### config.mk
export PLATFORM = sky130hd
export DESIGN_NAME = key_led_ctrl
export DESIGN_NICKNAME = d
export VERILOG_FILES = /design/src/rtl/key_led_ctrl_pkg.sv /design/src/rtl/key_led_ctrl_key_filter.sv /design/src/rtl/key_led_ctrl.sv
export SDC_FILE = /design/constraint.sdc
export NUM_CORES = 1
export LEC_CHECK = 0
export BUFFER_PORTS_ARGS = -buffer_cell sky130_fd_sc_hd__buf_2
export CORE_ASPECT_RATIO = 0.75
export CORE_MARGIN = 4
export CORE_UTILIZATION = 40
export CTS_CLUSTER_SIZE = 8
export DETAILED_ROUTE_END_ITERATION = 6
export SYNTH_ARGS = -nofsm -noshare
export SYNTH_HDL_FRONTEND = slang
export SYNTH_SLANG_ARGS = --single-unit
export TNS_END_PERCENT = 30
### constraint.sdc
create_clock -name sys_clk -period 5.58 [get_ports sys_clk]
set_input_delay 0 -clock sys_clk [delete_from_list [all_inputs] [get_ports sys_clk]]
set_output_delay 0 -clock sys_clk [all_outputs]
set_load 0.02 [all_outputs]
### src/rtl/key_led_ctrl_pkg.sv
// Shared definitions for the key/LED controller: LED mode encodings and a
// helper that steps the mode sequencer.
package key_led_ctrl_pkg;

  localparam int unsigned MODE_W = 2;

  typedef logic [MODE_W-1:0] mode_t;

  // Mode FSM states, kept as plain constants so legacy code can compare
  // against raw 2-bit values.
  localparam mode_t MODE_OFF  = 2'd0;
  localparam mode_t MODE_ON   = 2'd1;
  localparam mode_t MODE_SLOW = 2'd2;
  localparam mode_t MODE_FAST = 2'd3;

  // OFF -> ON -> SLOW -> FAST -> OFF
  function automatic mode_t next_mode(input mode_t cur);
    mode_t nxt;
    unique case (cur)
      MODE_OFF:  nxt = MODE_ON;
      MODE_ON:   nxt = MODE_SLOW;
      MODE_SLOW: nxt = MODE_FAST;
      default:   nxt = MODE_OFF;
    endcase
    return nxt;
  endfunction

  function automatic logic mode_is_blink(input mode_t cur);
    return (cur == MODE_SLOW) || (cur == MODE_FAST);
  endfunction

endpackage

### src/rtl/key_led_ctrl_key_filter.sv
// key_filter: two-flop synchroniser plus debounce for an active-low push-button.
// Ports:
//   sys_clk   in  system clock
//   sys_rest  in  synchronous reset, active-high
//   key_in    in  raw asynchronous key, 0 = pressed
//   key_flag  out one-cycle pulse per accepted press
module key_filter #(
  parameter int unsigned DEBOUNCE_CNT = 1_000_000
) (
  input  logic sys_clk,
  input  logic sys_rest,
  input  logic key_in,
  output logic key_flag
);

  localparam int unsigned CW = $clog2(DEBOUNCE_CNT);
  localparam logic [CW-1:0] CNT_MAX = CW'(DEBOUNCE_CNT - 1);
  localparam logic [CW-1:0] CNT_ARM = CW'(DEBOUNCE_CNT - 2);

  logic          key_meta_q;
  logic          key_sync_q;
  logic [CW-1:0] deb_cnt_q;
  logic          key_flag_q;

  always_ff @(posedge sys_clk) begin
    if (sys_rest) begin
      key_meta_q <= 1'b1;
      key_sync_q <= 1'b1;
      deb_cnt_q  <= '0;
      key_flag_q <= 1'b0;
    end else begin
      key_meta_q <= key_in;
      key_sync_q <= key_meta_q;
      // Saturating the count is what suppresses auto-repeat on a held key.
      if (key_sync_q) begin
        deb_cnt_q <= '0;
      end else if (deb_cnt_q != CNT_MAX) begin
        deb_cnt_q <= deb_cnt_q + 1'b1;
      end
      key_flag_q <= !key_sync_q && (deb_cnt_q == CNT_ARM);
    end
  end

  assign key_flag = key_flag_q;

endmodule

### src/rtl/key_led_ctrl.sv
// key_led_ctrl: debounced push-button stepping a 4-mode LED sequencer
// (OFF, ON, SLOW blink, FAST blink).
// Ports:
//   sys_clk   in  system clock
//   sys_rest  in  synchronous reset, active-high
//   key_in    in  raw asynchronous key, 0 = pressed
//   key_flag  out one-cycle pulse per accepted press
//   mode      out current LED mode
//   led_out   out LED drive, 1 = lit
module key_led_ctrl
  import key_led_ctrl_pkg::*;
#(
  parameter int unsigned DEBOUNCE_CNT   = 1_000_000,
  parameter int unsigned BLINK_SLOW_CNT = 25_000_000,
  parameter int unsigned BLINK_FAST_CNT = 5_000_000
) (
  input  logic              sys_clk,
  input  logic              sys_rest,
  input  logic              key_in,
  output logic              key_flag,
  output logic [MODE_W-1:0] mode,
  output logic              led_out
);

  localparam int unsigned BLINK_MAX =
      (BLINK_SLOW_CNT > BLINK_FAST_CNT) ? BLINK_SLOW_CNT : BLINK_FAST_CNT;
  localparam int unsigned BW = $clog2(BLINK_MAX);
  localparam logic [BW-1:0] SLOW_LAST = BW'(BLINK_SLOW_CNT - 1);
  localparam logic [BW-1:0] FAST_LAST = BW'(BLINK_FAST_CNT - 1);

  mode_t         mode_q, mode_d;
  logic [BW-1:0] blink_cnt_q, blink_cnt_d;
  logic          phase_q, phase_d;
  logic          blink_last;

  key_filter #(
    .DEBOUNCE_CNT(DEBOUNCE_CNT)
  ) u_key_filter (
    .sys_clk (sys_clk),
    .sys_rest(sys_rest),
    .key_in  (key_in),
    .key_flag(key_flag)
  );

  always_comb begin
    mode_d      = mode_q;
    blink_cnt_d = blink_cnt_q;
    phase_d     = phase_q;
    blink_last  = (blink_cnt_q == ((mode_q == MODE_SLOW) ? SLOW_LAST : FAST_LAST));
    // A press takes priority over a coincident phase wrap so every new mode
    // starts with a full lit phase.
    if (key_flag) begin
      mode_d      = next_mode(mode_q);
      blink_cnt_d = '0;
      phase_d     = 1'b1;
    end else if (mode_is_blink(mode_q)) begin
      if (blink_last) begin
        blink_cnt_d = '0;
        phase_d     = ~phase_q;
      end else begin
        blink_cnt_d = blink_cnt_q + 1'b1;
      end
    end else begin
      blink_cnt_d = '0;
      phase_d     = 1'b1;
    end
  end

  always_ff @(posedge sys_clk) begin
    if (sys_rest) begin
      mode_q      <= MODE_OFF;
      blink_cnt_q <= '0;
      phase_q     <= 1'b1;
    end else begin
      mode_q      <= mode_d;
      blink_cnt_q <= blink_cnt_d;
      phase_q     <= phase_d;
    end
  end

  always_comb begin
    led_out = 1'b0;
    unique case (mode_q)
      MODE_OFF: led_out = 1'b0;
      MODE_ON:  led_out = 1'b1;
      default:  led_out = phase_q;
    endcase
  end

  assign mode = mode_q;

endmodule

==> flow_metrics.tcl <==
set metrics [dict create \
    dp_slack_ns 3.210 \
    rows 24 \
    gp_congestion 0.8018 \
    grt_max_degree 28 \
    area_growth_pct 7.780 \
    initial_core_util 0.4225 \
    ff2ff_path_depth 4 \
    highest_layer "met4" \
    ant_nets 0 \
    setup_tns_ns 0 \
    power_leakage_nw 0.7257 \
    worst_slack_ns 3.203 \
    nNetsFinal 301 \
    fillers 572 \
    seq_area_frac_synth 0.4044 \
    ys_types 39 \
    cap_violations 0 \
    die_area_mm2 0.007661 \
    powerDensity_mw_per_mm2 220.1 \
    routedWlPerCell_um 13.88 \
    antenna_cells 0 \
    first_global_vias 1923 \
    grt_antenna_before_repair 0 \
    cp.required_ns 5.82 \
    wl_met3_um 192 \
    cts.htree.levels 2 \
    post-route-period-util 0.4259 \
    crit_arrival_ns 2.61 \
    dr_wl_met2_mm 1.950 \
    dpl.cell_count 360 \
    skew_ns 0.01486 \
    dr.pass1.iters 4 \
    synth_nets 299 \
    clockBufferDepth 2 \
    clk_pin_slew_ns 0.10 \
    fp.dieW_um 99.74 \
    stdcell_count 371 \
    final_common_cell "dfxtp_1" \
    vias 2098 \
    setup-violations-final 0 \
    cts_setup_buffers 0 \
    hold_viol_final 0 \
    most-common-layout-cells "dfxtp_1 (51), nor3_1 (19), or4_1 (18), nand2_1 (17), nand3_1 (17)" \
    min_delay_path_depth 1 \
    cts_tree "built" \
    drc 0 \
    port-buffer-count 6 \
    synth_edf_count 0 \
    path_class "flop to flop" \
    slew_headroom 0.2450 \
    first_iter_violations 140 \
    cts_root_buffer "clkbuf_8" \
    fmax_ghz 0.4208 \
    yosys_warnings 0 \
    core_mm2 0.005976 \
    insertion_delay_ns 0.30 \
    fp.dieH_um 76.81 \
    syn-cell-area_mm2 0.002525 \
    grt_pass1_wl_mm 9.246 \
    cts.sinks 51 \
    wl_mm 5.149 \
    cp-start-kind "flop" \
    layout-drive-gt1-share 0.08532 \
    hold_start "u_key_filter.key_meta_q" \
    grt.overflow.total 0 \
    status "finished, final reports clean" \
    maxSlewViolCount 0 \
    final.min_clock_period_ns 2.377 \
    place_hpwl_mm 3.618 \
    synth_flop_cell "dfxtp_1" \
    rsz0062_at_grt "false" \
    tightestPinTransition_ns 1.133 \
    async_reset_ff_frac 0 \
    cp_max_fo 6 \
    power.total_uw 599.1 \
    hold_path.class "flop to flop" \
    syn_area_per_cell_um2 8.707 \
    synthCells 290 \
    timing.hold.ws_ns 0.4502 \
    ys_ff_latch 51 \
    numCtsBuffers 5 \
    crit_start "blink_cnt_q[6]" \
    irDropWorstVdd_mv 0.1537 \
    critPathCaptureType "flop" \
    wl_met1_mm 2.980 \
    grt.total_usage 0.1428 \
    viasPerCell 5.655 \
    ios 7 \
    reg2reg_from "blink_cnt_q[6]" \
]
-- cell usage after synthesis (all sizes together), types with 2 or more instances --
cell	n	area share
nand4	9	0.022
a31oi	2	0.0050
nor2	13	0.019
mux2i	2	0.0079
o21ai	14	0.028
nor3	19	0.038
or4b	2	0.0094
or2	5	0.012
dfxtp	51	0.40
xnor2	11	0.038
a211oi	14	0.042
inv	11	0.016
nand2	17	0.025
or3	11	0.027
clkbuf	12	0.018
a21oi	12	0.024
and4	3	0.010
a2111oi	2	0.014
buf	3	0.010
or4	18	0.054
and3	3	0.0074
o31ai	12	0.036
xor2	6	0.021
ha	6	0.030
nor4	5	0.012
nand3	18	0.038
nor4bb	2	0.0079
-- cell families (layout without fill, tap and decap cells) --
family                   after synthesis  in the layout  share of synthesized area
AND/OR/NAND/NOR                      130            130                     0.2988
AO/OA/AOI/OAI                         58             58                     0.1556
flip-flops                            51             51                     0.4044
buffers and inverters                 26             29                    0.04460
XOR/XNOR                              17             17                    0.05897
adder cells (fa/ha/maj)                6              6                    0.02973
multiplexers                           2              2                   0.007929
-- stage by stage --
stage                 util  instance area, um2
floorplan                -                2525
global placement    0.4338                2592
detailed placement  0.4338                2592
CTS                 0.4554                2721
global route        0.4554                2721
finish              0.4554                2721
-- final cells by class --
type | instances | area (um2) | share of cell area
clock buffer | 6 | 82.58 | 0.03034
clock inverter | 2 | 16.27 | 0.005977
inverter | 11 | 41.29 | 0.01517
multi-input combinational | 213 | 1395 | 0.5126
sequential | 51 | 1021 | 0.3752
tap | 78 | 97.59 | 0.03586
timing repair buffer | 10 | 67.56 | 0.02483
-- report_power, final --
group          internal, mW  leakage [nW]  switching [mW]
registers             0.365         0.411        0.000599
clock network         0.102        0.0474           0.127
logic               0.00289         0.267         0.00278
-- flip-flops by register name (all words and copies together), names as in the netlist --
register                 count
mode                         2
u_key_filter.key_flag        1
phase_q                      1
u_key_filter.key_meta_q      1
u_key_filter.key_sync_q      1
blink_cnt_q                 25
u_key_filter.deb_cnt_q      20
-- timing repair --
item	4_1_cts	5_1_grt
hold buffers	3	0
hold endpoints to repair	4	0
gates resized for setup	0	0
setup endpoints to repair	0	0
-- metal layers --
layer,vias up,global-route usage
met5,-,0
met4,0,0.03001
met3,2,0.03354
met2,22,0.1864
met1,985,0.2303
li1,1089,-
-- path summary, 6_finish.rpt --
check / endpoint / slack, ns
max: phase_q / 3.20
min: u_key_filter.key_sync_q / 0.45
max reg2reg: phase_q / 3.20
min reg2reg: u_key_filter.key_sync_q / 0.45
-- worst max-delay path: stages (launching register included) --
cell	delay, ns
dfxtp_1	0.37
or4b_1	0.52
or4b_4	0.55
a2111oi_0	0.63
mux2i_1	0.24
Note: power is estimated with default switching activity, not from simulation.
